===== src/rtl/booth_mult.sv =====
// Radix-2 Booth sequential signed multiplier.
// Produces a 2*DATA_WIDTH product into Hi/Lo over DATA_WIDTH+1 cycles.
module booth_mult #(
  parameter int DATA_WIDTH = 32
) (
  input  logic                  clock,
  input  logic                  reset_n,
  input  logic                  MultCtrl,
  input  logic [DATA_WIDTH-1:0] A,
  input  logic [DATA_WIDTH-1:0] B,
  output logic [DATA_WIDTH-1:0] Hi,
  output logic [DATA_WIDTH-1:0] Lo,
  output logic                  MultBusy,
  output logic                  MultDone
);

  localparam int W  = DATA_WIDTH;
  localparam int CW = (W > 1) ? $clog2(W) : 1;

  typedef enum logic [1:0] {
    IDLE = 2'd0,
    RUN  = 2'd1,
    DONE = 2'd2
  } state_t;

  state_t          state;
  state_t          state_nxt;
  logic [W:0]      m;
  logic [2*W+1:0]  p;
  logic [CW-1:0]   count;
  logic [W:0]      upper;
  logic [W:0]      sum;
  logic [2*W+1:0]  p_shift;
  logic            last;

  assign upper    = p[2*W+1:W+1];
  assign last     = (count == CW'(W-1));
  assign MultBusy = (state != IDLE);

  // Next-state logic: IDLE -> RUN on start, RUN -> DONE after W steps
  always_comb begin
    state_nxt = state;
    unique case (state)
      IDLE:    if (MultCtrl) state_nxt = RUN;
      RUN:     if (last) state_nxt = DONE;
      DONE:    state_nxt = IDLE;
      default: state_nxt = IDLE;
    endcase
  end

  // One Booth step: add/sub M per P[1:0], then arithmetic shift right
  always_comb begin
    sum = upper;
    unique case (p[1:0])
      2'b01:   sum = upper + m;
      2'b10:   sum = upper - m;
      default: sum = upper;
    endcase
    p_shift = {sum[W], sum, p[W:1]};
  end

  // State register
  always_ff @(posedge clock or negedge reset_n) begin
    if (!reset_n) state <= IDLE;
    else          state <= state_nxt;
  end

  // Datapath: latch operands, iterate, publish product
  always_ff @(posedge clock or negedge reset_n) begin
    if (!reset_n) begin
      m        <= '0;
      p        <= '0;
      count    <= '0;
      Hi       <= '0;
      Lo       <= '0;
      MultDone <= 1'b0;
    end else begin
      MultDone <= (state == DONE);
      unique case (state)
        IDLE: begin
          if (MultCtrl) begin
            m     <= {A[W-1], A};
            p     <= {{(W+1){1'b0}}, B, 1'b0};
            count <= '0;
          end
        end
        RUN: begin
          p     <= p_shift;
          count <= count + CW'(1);
        end
        DONE: begin
          Hi <= p[2*W:W+1];
          Lo <= p[W:1];
        end
        default: ;
      endcase
    end
  end

endmodule

===== config.mk =====
export PLATFORM = sky130hd
export DESIGN_NAME = booth_mult
export DESIGN_NICKNAME = d
export VERILOG_FILES = /design/src/rtl/booth_mult.sv
export SDC_FILE = /design/constraint.sdc
export NUM_CORES = 1
export LEC_CHECK = 0
export ABC_AREA = 0
export BUFFER_PORTS_ARGS = -buffer_cell sky130_fd_sc_hd__clkbuf_2
export CORE_MARGIN = 1.5
export CORE_UTILIZATION = 55
export DETAILED_ROUTE_END_ITERATION = 10
export PLACE_DENSITY = 0.85
export SYNTH_ARGS = -nofsm -noshare
export SYNTH_HDL_FRONTEND = slang
export SYNTH_SLANG_ARGS = --single-unit

===== constraint.sdc =====
create_clock -name clock -period 4.9 [get_ports clock]
set_clock_uncertainty 0.15 [all_clocks]
set_input_delay 0 -clock clock [delete_from_list [all_inputs] [get_ports clock]]
set_output_delay 0 -clock clock [all_outputs]
set_load 0.05 [all_outputs]

== Word level (Yosys, flattened, before mapping) ==
Cells that the tools add are included.

* Register bits after elaboration: 170
* Input port bits: 67
* Output and inout bits: 66
* Logic and storage cells: 31

* $add $sub $neg: 3
* Equal/unequal tests: 7
* Muxes and demuxes: 8
* Reduce and logical (&&, ||, !) cells: 6

{| class="wikitable"
|+ Operators with widths
! kind !! number
|-
| case mux 66 bit (2 select lines) || 1
|-
| 2-to-1 mux 66 bit || 1
|-
| case mux 33 bit (2 select lines) || 1
|-
| adder 33 bit || 1
|-
| subtractor 33 bit || 1
|-
| case mux 5 bit (2 select lines) || 1
|-
| AND reduction 2 bit || 3
|-
| adder 5 x 1 -> 5 bit (second input constant) || 1
|-
| equality test 5 bit (second input constant) || 1
|-
| 2-to-1 mux 5 bit || 1
|-
| equality test 2 x 1 -> 1 bit (second input constant) || 2
|-
| equality test 2 bit (second input constant) || 2
|-
| 2-to-1 mux 2 bit || 2
|-
| != test 2 bit (second input constant) || 2
|-
| case mux 2 bit (2 select lines) || 1
|-
| nonzero test 2 bit || 2
|-
| zero test 2 bit || 1
|}

== Depth between registers and ports, before layout ==
* Depth in word-level cells: 3
* Mapped depth: 19
* Mapped depth without buffers: 18

== Least setup slack after synthesis ==
OpenSTA, ideal clock, no wires.

* Path type: register to register
* Start: register m[4]
* End: register p[61]
* Library setup time: 124 ps
* Data arrival time: 3455 ps
* Data required time: 4626 ps
* Path slack: 1171 ps
* Cell stages (with the launch flop): 20
* Buffers on the path: 1
* Period minus slack after synthesis: 3729 ps
* Cells stage by stage: dfrtp_1 -> nor3_2 -> nand2_1 -> nor3_1 -> nand2b_1 -> nor4_2 -> and2_1 -> a21oi_1 -> xnor2_1 -> ha_1 -> clkbuf_1 -> a21oi_1 -> nand2_1 -> a21o_1 -> a21oi_1 -> o21ai_1 -> or2_0 -> a31oi_1 -> nor4b_1 -> a211o_1

* Longest elaborated chain between the ends: 3
* Elaborated cells between the ends (all ways): 4
* Those cells by class: 2 x add/sub; 2 x mux

{| class="wikitable"
|+ Ends and longest elaborated chain
! what !! line !! source
|-
| start: declaration || 28 || <nowiki>logic [W:0] m;</nowiki>
|-
| start signal: assignment || 82 || <nowiki>m <= {A[W-1], A};</nowiki>
|-
| subtractor 33 bit or adder 33 bit (tied branches) || 56, 55 ||
|-
| case mux 33 bit (2 select lines) * || 54 || <nowiki>unique case (p[1:0])</nowiki>
|-
| case mux 66 bit (2 select lines) * || 79 || <nowiki>unique case (state)</nowiki>
|-
| end signal: assignment || 83 || <nowiki>p <= {{(W+1){1'b0}}, B, 1'b0};</nowiki>
|-
| end signal: assignment || 88 || <nowiki>p <= p_shift;</nowiki>
|-
| end: declaration || 29 || <nowiki>logic [2*W+1:0] p;</nowiki>
|}

Every way passes the cells marked *; elsewhere a longest branch is shown, timed or not.
A chain may end at the register's enable or synchronous reset.

== Worst setup path in the final report ==
* Start: register m[4]
* End: register p[62]

The elaborated chain is that of the path after synthesis.

==> flow_summary.json <==
{
  "nFillCells": 1319,
  "overflow": 0,
  "worst_skew_pair.late_latency_ns": 0.43,
  "synth_top_family_by_area": "compound AO/OA/AOI/OAI gates",
  "num_io_pins": 133,
  "powerDensity_nw_per_um2": 768,
  "fin_crit_ns": 4.22,
  "die-height_um": 134,
  "dieArea_sq_um": 18000,
  "max_slew.worst_pin.slew_ns": 1.24,
  "core.rowCount": 47,
  "clock_sinks": 169,
  "cts_buffer_depth": 2,
  "hold_class": "input pin to asynchronous set/reset pin",
  "hpwl_mm": 15.7,
  "tns_ns": 0,
  "critical_path_class": "register to register",
  "synth_top_area_share_pct": 44.7,
  "synthCells": 1002,
  "power_leakage_uw": 0.00520,
  "crit_required_ns": 5.03,
  "grt_setup_unrepaired": "no",
  "wirelength_mm": 23.2,
  "post_synth_fa_ha_maj_area_fraction_pct": 4.97,
  "grt_antenna_before_repair": 0,
  "end_kind": "register",
  "initial_core_util_pct": 56.7,
  "holdWs_ns": 0.110,
  "period_share_pct": 86.2,
  "diodes": 0,
  "syn2layout_area_growth_pct": 21.7,
  "yosysUniqueCellTypes": 65,
  "netlist_area_sq_um": 9460,
  "muxShareOfSynthArea_pct": 8.24,
  "core_area_sq_um": 16700,
  "yosys_register_bits": 169,
  "outcome": "finished clean",
  "synth_compound_area_share_pct": 18.9,
  "ir_drop_mv": 0.349,
  "synth_xor_area_share_pct": 5.00,
  "nets": 1274,
  "drv_cap": 0,
  "synth-simple-area-share_pct": 15.0,
  "antenna_left": 0,
  "cts_tree": "built",
  "cp_max_fo": 7,
  "fmax_mhz": 237,
  "ys_seq_area_share_pct": 44.7,
  "utilization_pct": 69.0,
  "numCtsBuffers": 17,
  "clk_pin_slew_worst_paths_ns": 0.06,
  "io_buffers": 132,
  "synth_edf_count": 0,
  "cp-start-kind": "register",
  "post-route-drc-count": 0,
  "drt_iter0_drc": 719,
  "relSlewSlack_pct": 17.4,
  "synth_top_cell_by_area": "dfrtp_1",
  "final_common_cell": "dfrtp_1",
  "grt_usage_pct": 26.5,
  "wl_per_cell_um": 16.6,
  "drive_gt1_share_pct": 21.7,
  "most-common-layout-cells": "dfrtp_1 (169), nand2_1 (134), clkbuf_2 (131), a21oi_1 (93), o21ai_0 (76)",
  "slew_violations": 0,
  "htree_levels": 4,
  "via_per_inst": 5.76,
  "synthArstFlopShare_pct": 100,
  "multiInputGateArea_sq_um": 4950,
  "area.sequential_sq_um": 4230,
  "drtPass1Iterations": 5,
  "finalSetupViolations": 0,
  "grt_pass1_wl_mm": 38.4,
  "synth_area_leaders": "dfrtp_1 (45%), mux2_2 (7.5%), nand2_1 (5.3%)",
  "syn-num-nets": 1106,
  "num_vias": 8062,
  "arrival_ns": 4.35,
  "routabilityCongestion": 0.958,
  "grt_max_degree": 123,
  "grt_pass1_vias": 7788,
  "yosys_warnings": 0,
  "hold_violations": 0,
  "clockRootBuffer": "clkbuf_16",
  "preCtsSetupSlack_ns": 0.731,
  "post-route-worst-setup-slack_ns": 0.677,
  "avgSynthCellArea_sq_um": 9.44,
  "die_w_um": 134,
  "postCtsSetupRepairBufs": 0,
  "ys.flop_type": "dfrtp_1"
}
==> cells in the mapped netlist (4+ instances only) <==
master	number
a22o_1	7
nor2_1	54
xnor2_1	44
nand2_1	134
and2_1	6
inv_1	20
o21a_1	4
a21oi_2	4
dfrtp_1	169
o21ai_1	15
a21o_1	11
mux2_2	63
a31oi_1	5
nand3_1	7
o21ai_0	76
o21bai_1	5
mux2i_1	7
nand2b_1	10
nand4_1	5
ha_1	36
nor2b_1	37
and3_1	7
nor3_1	17
xor2_1	10
a21oi_1	93
clkbuf_1	55
a22oi_1	45
==> kinds of logic (layout without fill, tap and decap cells) <==
| family | after synthesis | after routing |
|---|---|---|
| adders and majority gates | 37 | 37 |
| muxes | 70 | 70 |
| DFF | 169 | 169 |
| buffers and inverters | 79 | 257 |
| xor gates and xnor gates | 54 | 54 |
| and+or+nand+nor | 298 | 298 |
| AOI/OAI and AO/OA | 295 | 295 |
==> critical path: stages (launching register included) <==
cell      delay [ns]
dfrtp_1         0.43
nor3_2          0.27
nand2_1         0.07
nor3_1          0.19
nand2b_1        0.14
nor4_2          0.43
and2_1          0.24
a21oi_1         0.09
xnor2_1         0.13
ha_1            0.38
a21oi_1         0.23
nand2_1         0.07
a21o_1          0.19
a21oi_1         0.19
o21ai_1         0.11
a21o_1          0.19
a211oi_1        0.28
xor2_1          0.21
o21ai_1         0.09
==> repair_timing <==
item / 4_1_cts / 5_1_grt
endpoints found under the hold margin: 185 / 0
gates resized for setup: 0 / 0
hold buffers: 65 / 0
==> metal layers <==
layer,GRT usage [%],up-vias,wire [um]
met5,0,-,0
met4,8.72,0,478
met3,4.54,46,1430
met2,41.9,296,10900
met1,37.4,3842,10400
li1,-,3878,-
==> final cells by class <==
type | instances | share of cell area (%)
Clock buffer | 18 | 3.81
Inverter | 20 | 0.652
Sequential cell | 169 | 36.7
Multi-Input combinational cell | 754 | 43.0
Tap cell | 220 | 2.39
Timing Repair Buffer | 208 | 12.2
Clock inverter | 11 | 1.29
==> worst paths after layout <==
check                             start     end  slack [ns]  cells past startpoint
worst min register to register    Hi[0]   Hi[0]        0.35                      2
max in group asynchronous       reset_n   m[22]        3.24                      3
worst max-delay path               m[4]   p[62]        0.68                     18
worst min-delay path            reset_n  Lo[24]        0.11                      2
worst max register to register     m[4]   p[62]        0.68                     18
min in group clock                A[11]   m[11]        0.14                      4
==> power breakdown <==
part	leakage (uW)	switching [uW]	internal (uW)
logic	0.00290	2980	2090
clock network	0.000280	566	807
registers	0.00202	520	1880
==> flip-flops by register name, summed over array words and instances (netlist names) <==
signal and count:
count 5, m 32, Hi 32, state 2, p 65, MultDone 1
Lo 32
==> through the flow <==
| stage | area (sq um) | total power, uW | cells |
|---|---|---|---|
| 3_5_place_dp | 10300 | 7310 | 1306 |
| 2_1_floorplan | 9460 | 6230 | 1002 |
| 3_3_place_gp | 10300 | 7200 | 1306 |
| 4_1_cts | 11500 | 8770 | 1400 |
| 6_report | 11500 | 8840 | 1400 |
| 5_1_grt | 11500 | 9560 | 1400 |
No activity file was read; power rests on OpenSTA's default activity.
